$ cat config.mk
export PLATFORM = sky130hd
export DESIGN_NAME = fetch_unit_flat
export DESIGN_NICKNAME = d
export VERILOG_FILES = /design/src/rtl/fetch_if.sv /design/src/rtl/fetch_unit.sv /design/src/flat_wrapper.sv
export SDC_FILE = /design/constraint.sdc
export NUM_CORES = 1
export LEC_CHECK = 0
export ABC_AREA = 1
export BUFFER_PORTS_ARGS = -buffer_cell sky130_fd_sc_hd__buf_2
export CAP_MARGIN = 20
export CELL_PAD_IN_SITES_DETAIL_PLACEMENT = 1
export CELL_PAD_IN_SITES_GLOBAL_PLACEMENT = 1
export CORE_MARGIN = 4
export CORE_UTILIZATION = 42
export DETAILED_ROUTE_END_ITERATION = 6
export PLACE_DENSITY = 0.77
export SLEW_MARGIN = 10
export SYNTH_ARGS = -nofsm -noshare
export SYNTH_HDL_FRONTEND = slang
export SYNTH_SLANG_ARGS = --single-unit
export TNS_END_PERCENT = 50
$ cat constraint.sdc
create_clock -name clk_i -period 4.3 [get_ports clk_i]
set_clock_uncertainty 0.15 [all_clocks]
set_input_delay 1.075 -clock clk_i [delete_from_list [all_inputs] [get_ports clk_i]]
set_output_delay 1.075 -clock clk_i [all_outputs]
set_load 0.005 [all_outputs]
$ cat src/rtl/fetch_if.sv
// Fetch-stage bundle: instruction-memory req/gnt/rvalid port, decode-side
// valid/ready port and the redirect input from execute.
interface fetch_if;
  logic        imem_req_o;
  logic [31:0] imem_addr_o;
  logic        imem_gnt_i;
  logic        imem_rvalid_i;
  logic [31:0] imem_rdata_i;
  logic        instr_valid_o;
  logic [31:0] instr_o;
  logic [31:0] pc_o;
  logic        instr_ready_i;
  logic        redirect_i;
  logic [31:0] redirect_pc_i;

  modport master (
    output imem_req_o, imem_addr_o, instr_valid_o, instr_o, pc_o,
    input  imem_gnt_i, imem_rvalid_i, imem_rdata_i, instr_ready_i,
           redirect_i, redirect_pc_i
  );

  modport slave (
    input  imem_req_o, imem_addr_o, instr_valid_o, instr_o, pc_o,
    output imem_gnt_i, imem_rvalid_i, imem_rdata_i, instr_ready_i,
           redirect_i, redirect_pc_i
  );
endinterface

$ cat src/rtl/fetch_unit.sv
// Instruction fetch stage: PC, single-outstanding imem request FSM and a small
// instruction buffer toward decode, with redirect flush and in-flight drop.
module fetch_unit #(
  parameter logic [31:0] RESET_PC   = 32'h0000_0000,
  parameter int          FIFO_DEPTH = 2
) (
  input  logic    clk_i,
  input  logic    rst_i,
  fetch_if.master bus
);
  localparam int PTR_W = $clog2(FIFO_DEPTH);
  localparam int CNT_W = PTR_W + 1;
  localparam logic [CNT_W-1:0] DEPTH_C = CNT_W'(FIFO_DEPTH);
  localparam logic [31:0] RESET_PC_C = {RESET_PC[31:2], 2'b00};

  typedef enum logic [1:0] {IDLE, REQ, WAIT} state_t;

  state_t           state_q;
  logic [31:0]      pc_q;
  logic [31:0]      req_pc_q;
  logic             drop_q;
  logic [63:0]      buf_q [FIFO_DEPTH];
  logic [PTR_W-1:0] wr_ptr_q;
  logic [PTR_W-1:0] rd_ptr_q;
  logic [CNT_W-1:0] count_q;
  logic [CNT_W-1:0] count_nxt;
  logic             push;
  logic             pop;
  logic             slot_free;
  logic             inflight_after_redirect;
  logic [31:0]      redirect_pc;

  assign redirect_pc = bus.redirect_pc_i & 32'hFFFF_FFFC;
  assign push        = (state_q == WAIT) && bus.imem_rvalid_i && !drop_q;
  assign pop         = (count_q != '0) && bus.instr_ready_i;
  assign count_nxt   = count_q + CNT_W'(push) - CNT_W'(pop);
  // A new request needs a free slot counting the word that lands this cycle.
  assign slot_free   = count_nxt < DEPTH_C;
  // A response still owed after this cycle must be dropped when it arrives;
  // an rvalid in the redirect cycle itself completes the old request.
  assign inflight_after_redirect = ((state_q == WAIT) && !bus.imem_rvalid_i) ||
                                   ((state_q == REQ) && bus.imem_gnt_i);

  assign bus.imem_req_o    = (state_q == REQ);
  assign bus.imem_addr_o   = pc_q;
  assign bus.instr_valid_o = (count_q != '0);
  assign bus.instr_o       = buf_q[rd_ptr_q][63:32];
  assign bus.pc_o          = buf_q[rd_ptr_q][31:0];

  always_ff @(posedge clk_i) begin
    if (rst_i) begin
      state_q  <= IDLE;
      pc_q     <= RESET_PC_C;
      req_pc_q <= RESET_PC_C;
      drop_q   <= 1'b0;
      wr_ptr_q <= '0;
      rd_ptr_q <= '0;
      count_q  <= '0;
      for (int i = 0; i < FIFO_DEPTH; i++) buf_q[i] <= '0;
    end else if (bus.redirect_i) begin
      pc_q     <= redirect_pc;
      wr_ptr_q <= '0;
      rd_ptr_q <= '0;
      count_q  <= '0;
      if (inflight_after_redirect) begin
        state_q <= WAIT;
        drop_q  <= 1'b1;
      end else begin
        state_q <= IDLE;
        drop_q  <= 1'b0;
      end
    end else begin
      if (push) begin
        buf_q[wr_ptr_q] <= {bus.imem_rdata_i, req_pc_q};
        wr_ptr_q        <= wr_ptr_q + PTR_W'(1);
      end
      if (pop) rd_ptr_q <= rd_ptr_q + PTR_W'(1);
      count_q <= count_nxt;
      case (state_q)
        IDLE: if (slot_free) state_q <= REQ;
        REQ: begin
          if (bus.imem_gnt_i) begin
            req_pc_q <= pc_q;
            pc_q     <= pc_q + 32'd4;
            state_q  <= WAIT;
          end
        end
        WAIT: begin
          if (bus.imem_rvalid_i) begin
            drop_q  <= 1'b0;
            state_q <= slot_free ? REQ : IDLE;
          end
        end
        default: state_q <= IDLE;
      endcase
    end
  end
endmodule

$ cat src/flat_wrapper.sv
// flat-port wrapper written by rule: the top's interface ports become plain ports
module fetch_unit_flat 
#(
  parameter logic [31:0] RESET_PC   = 32'h0000_0000,
  parameter int          FIFO_DEPTH = 2
)
  (clk_i, rst_i, bus_imem_req_o, bus_imem_addr_o, bus_instr_valid_o, bus_instr_o, bus_pc_o, bus_imem_gnt_i, bus_imem_rvalid_i, bus_imem_rdata_i, bus_instr_ready_i, bus_redirect_i, bus_redirect_pc_i);
  fetch_if bus_i ();
  input  logic clk_i;
  input  logic rst_i;
  output wire logic [$bits(bus_i.imem_req_o)-1:0] bus_imem_req_o;
  output wire logic [$bits(bus_i.imem_addr_o)-1:0] bus_imem_addr_o;
  output wire logic [$bits(bus_i.instr_valid_o)-1:0] bus_instr_valid_o;
  output wire logic [$bits(bus_i.instr_o)-1:0] bus_instr_o;
  output wire logic [$bits(bus_i.pc_o)-1:0] bus_pc_o;
  input wire logic [$bits(bus_i.imem_gnt_i)-1:0] bus_imem_gnt_i;
  input wire logic [$bits(bus_i.imem_rvalid_i)-1:0] bus_imem_rvalid_i;
  input wire logic [$bits(bus_i.imem_rdata_i)-1:0] bus_imem_rdata_i;
  input wire logic [$bits(bus_i.instr_ready_i)-1:0] bus_instr_ready_i;
  input wire logic [$bits(bus_i.redirect_i)-1:0] bus_redirect_i;
  input wire logic [$bits(bus_i.redirect_pc_i)-1:0] bus_redirect_pc_i;
  assign bus_imem_req_o = bus_i.imem_req_o;
  assign bus_imem_addr_o = bus_i.imem_addr_o;
  assign bus_instr_valid_o = bus_i.instr_valid_o;
  assign bus_instr_o = bus_i.instr_o;
  assign bus_pc_o = bus_i.pc_o;
  assign bus_i.imem_gnt_i = bus_imem_gnt_i;
  assign bus_i.imem_rvalid_i = bus_imem_rvalid_i;
  assign bus_i.imem_rdata_i = bus_imem_rdata_i;
  assign bus_i.instr_ready_i = bus_instr_ready_i;
  assign bus_i.redirect_i = bus_redirect_i;
  assign bus_i.redirect_pc_i = bus_redirect_pc_i;
  fetch_unit #(.RESET_PC(RESET_PC), .FIFO_DEPTH(FIFO_DEPTH)) u_core (.clk_i(clk_i), .rst_i(rst_i), .bus(bus_i));
endmodule
==> results of run 1 <==
flip-flops by register name, indices dropped and copies added (netlist names), named ones only:
name,count
u_core.bus.imem_addr_o,30
u_core.req_pc_q,30
u_core.drop_q,1
u_core.rd_ptr_q,1
u_core.count_q,2
u_core.state_q,2
u_core.wr_ptr_q,1
u_core.buf_q,124
critical path, delay by kind of cell, from the launching register on:
family | cells | cell delay, ns
buf+inv | 2 | 0.41
mux | 1 | 0.40
flops | 1 | 0.34
area by class of cell:
class	instances	area, um^2
multi-input cells	562	2990
fillers	2396	10000
repair buffers	170	923
well taps	270	338
inverters	118	443
clock buffers	18	429
flip-flops and latches	192	5090
clock inverters	14	131
metal layers:
| layer | GRT usage [%] | vias up |
|---|---|---|
| met2 | 31.2 | 184 |
| li1 | - | 3295 |
| met3 | 3.35 | 21 |
| met4 | 5.74 | 0 |
| met5 | 0 | - |
| met1 | 25.8 | 3146 |
kinds of logic (layout without fill, tap and decap cells):
logic type                 after synthesis  in the layout  synth area share [%]
buffers and inverters                  162            320                  7.85
xor gates and xnor gates                 6              6                 0.601
AOI/OAI and AO/OA                      109            109                  6.78
muxes                                   62             62                  7.98
DFF                                    192            192                  58.1
and+or+nand+nor                        378            378                  18.2
other                                    1              4                0.0429
adders and majority gates                3              3                 0.429
layout by cell type, fill, tap and decap left out, drive strengths merged, types with 9 or more instances in the layout:
| master | count |
|---|---|
| nor3 | 10 |
| nor2 | 186 |
| edfxtp | 124 |
| a21oi | 46 |
| mux2 | 62 |
| o21ai | 42 |
| dfxtp | 68 |
| clkbuf | 18 |
| inv | 121 |
| nand3 | 43 |
| nand2 | 128 |
| buf | 170 |
| a211oi | 9 |
synthesized netlist by cell type:
master,count
a21boi_1,1
ha_1,3
a31oi_1,4
nor2_1,178
nand3b_1,4
o21ai_1,2
dfxtp_1,68
o31ai_1,1
nor3_1,6
nand2_1,122
a21oi_1,46
nand3_1,42
buf_6,4
or2_2,1
nand4_1,3
o211ai_1,4
xnor2_1,3
nand2_2,5
buf_4,5
and2_1,3
o21ai_0,40
inv_1,110
nand3_2,1
buf_2,24
mux2_2,62
inv_2,7
edfxtp_1,124
buf_1,2
conb_1,1
clkinv_1,1
nor2_4,2
nand2_4,1
xor2_1,3
a22oi_1,2
a211oi_1,9
nor2_2,6
clkbuf_1,9
nor3_2,4
stage by stage:
stage               power (W)  worst slack [ns]
floorplan             0.00226             0.489
finish                0.00385              1.42
detailed placement    0.00240              1.19
global route          0.00401              1.36
global placement      0.00239              1.21
CTS                   0.00389              1.40
where the power goes:
| group | internal (W) | switching, W |
|---|---|---|
| registers | 0.00203 | 0.0000439 |
| clock network | 0.000806 | 0.000693 |
| logic | 0.000111 | 0.000171 |
| total | 0.00294 | 0.000907 |
final timing paths:
kind | from | end | slack, ns | cells past startpoint
worst min register to register | u_core.rd_ptr_q | flop | 0.31 | 1
worst min-delay path | u_core.rd_ptr_q | flop | 0.31 | 1
worst max register to register | u_core.state_q[1] | u_core.bus.imem_addr_o[7] | 2.22 | 10
worst max-delay path | flop | bus_instr_o[12] | 1.42 | 3
==> impl_metrics.csv, run 1 <==
group,metric,value,unit
detailed_routing,routed_wire_length_per_instance,16.4,um
clock_network,max-clock-path-buffers,2,
synthesis,synth-seq-cells,192,
floorplanning,core_area,20400,um^2
place,place_congestion,0.828,
flow_run,cap_viol_max_count,0,
synthesis,yosysSeqAreaShare,58.1,%
detailed_routing,met1Wirelength,10200,um
grt,grt-ovfl-total,0,
synthesis,synth_top_cell_by_area,"edfxtp_1",
clock_network,cts_hold_buffers,0,
sta,hold_slack,0.315,ns
setup_path,worstSetupEndpointType,"output port",
detailed_routing,drt_iter0_markers,271,
detailed_routing,top_signal_layer_used,"met4",
clock_network,tritoncts,"done",
grt,grt_first_pass_wirelength,35600,um
detailed_routing,drc_errors,0,
final_layout,areaGrowthSynthToFinish,18.2,%
clock_network,ctsResizeCount,0,
final_layout,ratio_of_cells_with_drive_above_1_in_the_final_layout,27.2,%
final_layout,final_net_count,1134,
synthesis,synth.lib_cells_used.distinct,38,
sta,setup_viol,0,
grt,antenna_found_initial,0,
place,dpl-instance-area,9780,um^2
detailed_routing,vias_per_instance,4.94,
pwr,power_density,372,nW/um^2
outcome,run_status,"complete, no violations",
final_layout,num_antenna_cells,0,
floorplanning,floorplan.initialDensity,43.0,%
min_path,hold_path.class,"reg2reg",
clock_network,post_cts_buffers,0,
detailed_routing,wl_met2,10400,um
floorplanning,die_h,152,um
grt,first_global_vias,6785,
setup_path,startpoint_type,"flop",
sta,timing.final.crit_share,66.9,%
clock_network,tritoncts_buffers,17,
detailed_routing,wl_met3,1210,um
setup_path,critPathMaxFanout,62,
sta,worst_slew_pin_slew,0.734,ns
final_layout,final_cell_count_no_fill,1344,
sta,timing_hold_violations_final,0,
clock_network,clk_pin_slew,0.07,ns
floorplanning,floorplan.io_pins,168,
final_layout,final_design_area_no_fill,10300,um^2
grt,grt_start_max_net_pins,64,
place,detailedPlacementHpwl,15300,um
floorplanning,floorplan.rows,52,
synthesis,post_synth_inst_count,913,
floorplanning,die_width,152,um
pwr,vdd_ir_drop_max,0.263,mV
synthesis,synth.yosys.warnings,0,
clock_network,cts_root_buffer,"clkbuf_16",
synthesis,post-synth-top-area-fraction,42.6,%
clock_network,clock_sinks,192,
detailed_routing,totalWireLength,22100,um
sta,slew_violations,0,
final_layout,postLayoutCoreUtil,50.8,%
sta,fmax,0.348,GHz
synthesis,synth.area.top_cells,"edfxtp_1 (43%), dfxtp_1 (16%), mux2_2 (8.0%)",
detailed_routing,detailroute.via_count,6646,
place,portbufs,161,
floorplanning,dieArea,23200,um^2
setup_path,ordered_list_of_cells_on_the_worst_path,"buf_12, mux2_2, buf_2",
detailed_routing,dr.pass1.iters,4,
setup_path,crit_slowest_cell,"mux2_2",
sta,period_needed,2.88,ns
sta,timing.slew.headroom,51.1,%
setup_path,worst-endpoint-arrival,1.65,ns
pwr,leakagePower,4.28,nW
place,number_of_instances_in_the_placed_design,1312,
grt,grt.total_usage,19.0,%
synthesis,avgSynthCellArea,9.58,um^2
clock_network,clkLatencyLatePin,0.43,ns
sta,rsz0062_at_grt,"false",
detailed_routing,detail-route-antenna-nets,0,
synthesis,summed_instance_area_of_the_synthesized_netlist,8750,um^2
clock_network,htree_levels,4,
setup_path,crit_type,"reg2out",
setup_path,required_time_at_the_worst_slack_endpoint,3.07,ns
setup_path,max_stage_delay,0.40,ns
sta,setup_tns,0,ns
Power figures use the tool's default switching activity.
==> run 2: changes to the inputs <==
==> constraint.sdc (replaced) <==
create_clock -name clk_i -period 2.7 [get_ports clk_i]
set_clock_uncertainty 0.15 [all_clocks]
set_input_delay 0.675 -clock clk_i [delete_from_list [all_inputs] [get_ports clk_i]]
set_output_delay 0.675 -clock clk_i [all_outputs]
set_load 0.005 [all_outputs]
==> impl_metrics.csv, run 2 (synthesis results as in run 1) <==
group,metric,value,unit
grt,grt_start_max_net_pins,65,
detailed_routing,dr.pass1.iters,4,
min_path,hold_path.class,"reg2reg",
detailed_routing,vias_per_instance,4.99,
setup_path,ff2ff_path_depth,12,
sta,timing_hold_violations_final,0,
clock_network,ctsResizeCount,0,
setup_path,r2r-start,"u_core.count_q[1]",
detailed_routing,detailroute.via_count,6738,
setup_path,startpoint_type,"flop",
sta,worst_slew_pin_slew,0.625,ns
place,dpl-instance-area,9840,um^2
setup_path,ordered_list_of_cells_on_the_worst_path,"buf_12, mux2_2, buf_2",
floorplanning,floorplan.rows,52,
sta,setup_tns,0,ns
clock_network,clkLatencyLatePin,0.42,ns
detailed_routing,routed_wire_length_per_instance,16.7,um
sta,slew_violations,0,
final_layout,layout.filler_cells,2417,
final_layout,regMostFlops,"u_core.buf_q",
sta,rsz0062_at_grt,"false",
place,portbufs,161,
final_layout,layout_common_cells,"nor2_1 (178), buf_2 (161), edfxtp_1 (124), nand2_1 (120), inv_1 (110)",
final_layout,num_antenna_cells,0,
setup_path,worst-endpoint-arrival,1.64,ns
setup_path,capture_instance_of_the_worst_register_to_register_path,"u_core.state_q[0]",
clock_network,tritoncts,"done",
clock_network,post_cts_buffers,0,
grt,grt.total_usage,19.6,%
pwr,leakagePower,4.32,nW
final_layout,largest_register_ff_count,124,
final_layout,final_cell_count_no_fill,1349,
grt,grt-ovfl-total,0,
place,place_congestion,0.854,
detailed_routing,detail-route-antenna-nets,0,
min_path,whs_path_depth,1,
flow_run,cap_viol_max_count,0,
clock_network,clk_pin_slew,0.07,ns
floorplanning,core_area,20400,um^2
sta,period_needed,2.47,ns
setup_path,critPathMaxFanout,62,
detailed_routing,totalWireLength,22500,um
setup_path,setup.reg_to_reg.worst_slack,0.68,ns
pwr,netSwitchingFraction,23.0,%
setup_path,required_time_at_the_worst_slack_endpoint,1.88,ns
pwr,portion_of_total_power_attributed_to_the_clock_network,39.5,%
grt,antenna_found_initial,0,
pwr,power.share.combinational,7.4,%
setup_path,max_stage_delay,0.40,ns
grt,grt_first_pass_wirelength,36500,um
sta,timing.slew.headroom,58.3,%
clock_network,cts_root_buffer,"clkbuf_16",
place,number_of_instances_in_the_placed_design,1317,
pwr,vdd_ir_drop_max,0.411,mV
clock_network,htree_levels,4,
setup_path,worstSetupEndpointType,"output port",
min_path,timing.hold.worst_endpoint,"u_core.rd_ptr_q",
setup_path,critical-path-top-delay-family,"buffers and inverters",
detailed_routing,drc_errors,0,
sta,setup_viol,0,
pwr,p_switching,0.00143,W
floorplanning,die_width,152,um
final_layout,final_net_count,1139,
final_layout,seq_area,5090,um^2
final_layout,ratio_of_cells_with_drive_above_1_in_the_final_layout,27.5,%
detailed_routing,drt_iter0_markers,425,
clock_network,cts_hold_buffers,0,
place,detailedPlacementHpwl,15500,um
min_path,worst_hold_startpoint,"u_core.rd_ptr_q",
outcome,run_status,"complete, no violations",
setup_path,crit_slowest_cell,"mux2_2",
sta,fmax,0.405,GHz
clock_network,clock_sinks,192,
clock_network,max-clock-path-buffers,2,
pwr,internal_power,0.00478,W
pwr,power_density,596,nW/um^2
final_layout,multi_input_comb_area,3000,um^2
sta,timing.final.crit_share,91.4,%
grt,first_global_vias,6849,
floorplanning,die_h,152,um
floorplanning,dieArea,23200,um^2
final_layout,final_design_area_no_fill,10400,um^2
setup_path,critical_path.n_buffers_inverters,2,
pwr,report.power.total,0.00621,W
setup_path,crit_type,"reg2out",
final_layout,mostFrequentLayoutCell,"nor2_1",
final_layout,areaGrowthSynthToFinish,19.0,%
floorplanning,floorplan.initialDensity,43.0,%
clock_network,tritoncts_buffers,17,
floorplanning,floorplan.io_pins,168,
pwr,power.share.sequential,53.1,%
## run 2: changes by cell type in the layout (fill, tap and decap cells not counted)
| cell | previous run | this run |
|---|---|---|
| clkinv_1 | 2 | 1 |
| clkinvlp_4 | 5 | 4 |
| nand2_2 | 7 | 6 |
| clkinv_4 | 2 | 1 |
| clkbuf_1 | 1 | 2 |
| nand2_4 | 1 | 2 |
| clkinv_2 | 1 | 3 |
| bufinv_16 | 1 | 2 |
| inv_8 | 1 | 0 |
| buf_4 | 5 | 9 |
| buf_12 | 4 | 5 |
## run 2: metal layers
metal / share of wire [%] / track usage [%] / up-vias
met3: 5.3 / 3.75 / 20
met4: 1.2 / 4.79 / 0
met5: 0 / 0 / -
met2: 47 / 31.5 / 182
met1: 46 / 27.5 / 3245
li1: - / - / 3291
## run 2: worst max path at each step
stage / startpoint / to / slack, ns / cells past startpoint
6_report: flop / bus_pc_o[20] / 0.23 / 3
4_1_cts: flop / bus_pc_o[20] / 0.20 / 3
2_1_floorplan: bus_redirect_i / u_core.buf_q[1][10] / 0.06 / 5
3_5_place_dp: rst_i / u_core.buf_q[0][45] / 0.25 / 7
3_3_place_gp: rst_i / u_core.buf_q[0][60] / 0.29 / 7
5_1_grt: flop / bus_pc_o[26] / 0.16 / 3
## run 2: power by group through the flow
stage,clock network (W),registers (W),logic [W]
floorplan,0,0.00334,0.000255
global placement,0,0.00336,0.000450
detailed placement,0,0.00336,0.000461
CTS,0.00250,0.00330,0.000466
global route,0.00265,0.00331,0.000517
finish,0.00245,0.00330,0.000460
## run 2: layout make-up
cell class | instances | area share (%)
Sequential cell | 192 | 48.8
Multi-Input combinational cell | 562 | 28.8
Timing Repair Buffer | 175 | 9.35
Inverter | 118 | 4.25
Clock buffer | 19 | 4.16
Tap cell | 270 | 3.24
Clock inverter | 13 | 1.35
## run 2: stage by stage
| stage | hold slack [ns] | setup WS (ns) | util (%) |
|---|---|---|---|
| floorplan | 0.275 | 0.0605 | - |
| global placement | 0.291 | 0.292 | 48.3 |
| detailed placement | 0.298 | 0.254 | 48.3 |
| CTS | 0.317 | 0.203 | 51.1 |
| global route | 0.330 | 0.161 | 51.1 |
| finish | 0.319 | 0.231 | 51.1 |
==> run 3: changes to the inputs <==
--- a/config.mk
+++ b/config.mk
@@ -11,9 +11,10 @@
 export CELL_PAD_IN_SITES_DETAIL_PLACEMENT = 1
 export CELL_PAD_IN_SITES_GLOBAL_PLACEMENT = 1
 export CORE_MARGIN = 4
-export CORE_UTILIZATION = 42
+export CORE_UTILIZATION = 46
 export DETAILED_ROUTE_END_ITERATION = 6
-export PLACE_DENSITY = 0.77
+export PLACE_DENSITY = 0.84
+export SKIP_LAST_GASP = 1
 export SLEW_MARGIN = 10
 export SYNTH_ARGS = -nofsm -noshare
 export SYNTH_HDL_FRONTEND = slang
==> constraint.sdc (replaced) <==
create_clock -name clk_i -period 2.9 [get_ports clk_i]
set_clock_uncertainty 0.15 [all_clocks]
set_input_delay 0.725 -clock clk_i [delete_from_list [all_inputs] [get_ports clk_i]]
set_output_delay 0.725 -clock clk_i [all_outputs]
set_load 0.005 [all_outputs]
==> impl_metrics.csv, run 3 (synthesis results as in run 1) <==
group,metric,value,unit
clock_network,clkLatencyLatePin,0.43,ns
final_layout,num_antenna_cells,0,
final_layout,layout_common_cells,"nor2_1 (178), buf_2 (161), edfxtp_1 (124), nand2_1 (120), inv_1 (110)",
min_path,whs_path_depth,1,
min_path,worst_hold_startpoint,"u_core.rd_ptr_q",
grt,grt_start_max_net_pins,64,
setup_path,startpoint_type,"flop",
detailed_routing,routed_wire_length_per_instance,18.0,um
final_layout,largest_register_ff_count,124,
clock_network,post_cts_buffers,0,
final_layout,layout.filler_cells,2186,
grt,first_global_vias,7200,
clock_network,max-clock-path-buffers,2,
sta,timing.slew.headroom,51.6,%
clock_network,ctsResizeCount,0,
place,number_of_instances_in_the_placed_design,1281,
detailed_routing,vias_per_instance,5.27,
detailed_routing,detail-route-antenna-nets,0,
floorplanning,core_area,18700,um^2
setup_path,worstSetupEndpointType,"output port",
floorplanning,die_h,146,um
final_layout,ratio_of_cells_with_drive_above_1_in_the_final_layout,27.5,%
sta,setup_viol,0,
min_path,hold_path.class,"reg2reg",
detailed_routing,drc_errors,0,
sta,setup_tns,0,ns
detailed_routing,totalWireLength,23600,um
sta,slew_violations,0,
setup_path,ff2ff_path_depth,12,
clock_network,cts_hold_buffers,0,
setup_path,worst-endpoint-arrival,1.65,ns
clock_network,tritoncts_buffers,17,
sta,timing.final.crit_share,87.0,%
sta,timing_hold_violations_final,0,
place,portbufs,161,
final_layout,regMostFlops,"u_core.buf_q",
setup_path,capture_instance_of_the_worst_register_to_register_path,"u_core.state_q[0]",
place,place_congestion,0.837,
final_layout,mostFrequentLayoutCell,"nor2_1",
clock_network,cts_root_buffer,"clkbuf_16",
final_layout,final_net_count,1139,
setup_path,setup.reg_to_reg.worst_slack,0.80,ns
outcome,run_status,"complete, no violations",
grt,antenna_found_initial,0,
pwr,leakagePower,4.31,nW
place,dp_slack,0.349,ns
sta,postLayoutSetupSlackWorst,0.377,ns
place,detailedPlacementHpwl,16200,um
sta,period_needed,2.52,ns
detailed_routing,dr.pass1.iters,5,
final_layout,multi_input_comb_area,2990,um^2
final_layout,seq_area,5090,um^2
floorplanning,floorplan.rows,50,
floorplanning,die_width,146,um
grt,grt_first_pass_wirelength,38200,um
detailed_routing,drt_iter0_markers,350,
flow_run,cap_viol_max_count,0,
pwr,vdd_ir_drop_max,0.424,mV
setup_path,required_time_at_the_worst_slack_endpoint,2.03,ns
grt,grt-ovfl-total,0,
pwr,power_density,557,nW/um^2
floorplanning,dieArea,21300,um^2
detailed_routing,detailroute.via_count,6913,
sta,fmax,0.396,GHz
setup_path,critPathMaxFanout,62,
clock_network,htree_levels,4,
clock_network,clk_pin_slew,0.07,ns
sta,rsz0062_at_grt,"false",
floorplanning,floorplan.io_pins,168,
clock_network,clock_sinks,192,
final_layout,final_cell_count_no_fill,1313,
setup_path,crit_type,"reg2out",
final_layout,areaGrowthSynthToFinish,18.3,%
clock_network,tritoncts,"done",
grt,grt.total_usage,22.6,%
floorplanning,floorplan.initialDensity,46.8,%
sta,worst_slew_pin_slew,0.727,ns
setup_path,r2r-start,"u_core.count_q[1]",
run 3: cell types whose count changed in the layout (fill, tap and decap cells not counted), sizes merged:
| cell | before | now |
|---|---|---|
| bufinv | 2 | 1 |
| clkinvlp | 4 | 3 |
| inv | 120 | 122 |
run 3: worst max-delay path by stage:
| stage | startpoint | to | slack [ns] | cells past startpoint |
|---|---|---|---|---|
| final | flop | bus_pc_o[19] | 0.38 | 3 |
| after global routing | flop | bus_pc_o[19] | 0.30 | 3 |
| after CTS | flop | bus_pc_o[10] | 0.35 | 3 |
| after detailed placement | rst_i | u_core.buf_q[1][42] | 0.35 | 5 |
| after global placement | rst_i | u_core.buf_q[1][42] | 0.40 | 5 |
| after floorplan | bus_redirect_i | u_core.buf_q[1][10] | -0.39 | 5 |
run 3: where the power goes:
part | internal (W) | leakage (nW) | switching [W]
clock | 0.00120 | 0.265 | 0.00106
combinational | 0.000170 | 2.21 | 0.000262
sequential | 0.00300 | 1.84 | 0.0000682
total | 0.00438 | 4.31 | 0.00139
run 3: cell type report:
class	instances	share of cell area, %
clock buffer	19	4.18
clock inverter	13	1.23
inverter	118	4.28
multi-input combinational	562	28.9
sequential	192	49.1
tap	234	2.83
timing repair buffer	175	9.41
run 3: through the flow:
| stage | total power (W) | hold WS (ns) | cell area (um^2) | util, % |
|---|---|---|---|---|
| 2_1_floorplan | 0.00335 | 0.275 | 8760 | - |
| 3_3_place_gp | 0.00354 | 0.282 | 9790 | 52.3 |
| 3_5_place_dp | 0.00356 | 0.313 | 9790 | 52.3 |
| 4_1_cts | 0.00581 | 0.322 | 10300 | 55.3 |
| 5_1_grt | 0.00599 | 0.357 | 10300 | 55.3 |
| 6_report | 0.00577 | 0.321 | 10300 | 55.3 |
run 3: critical path, stage by stage (launching register included):
cell     delay, ns
dfxtp_2       0.35
buf_12        0.31
mux2_2        0.38
buf_2         0.15
run 3: metal layers:
layer  vias to the layer above  routed length, um  share of wire, %  track usage, %
met5                         -                  0                 0               0
met4                         0                392               1.7            6.55
met3                        31               1160               4.9            4.27
met2                       180              11500                49            38.0
met1                      3385              10600                45            30.0
li1                       3317                  -                 -               -
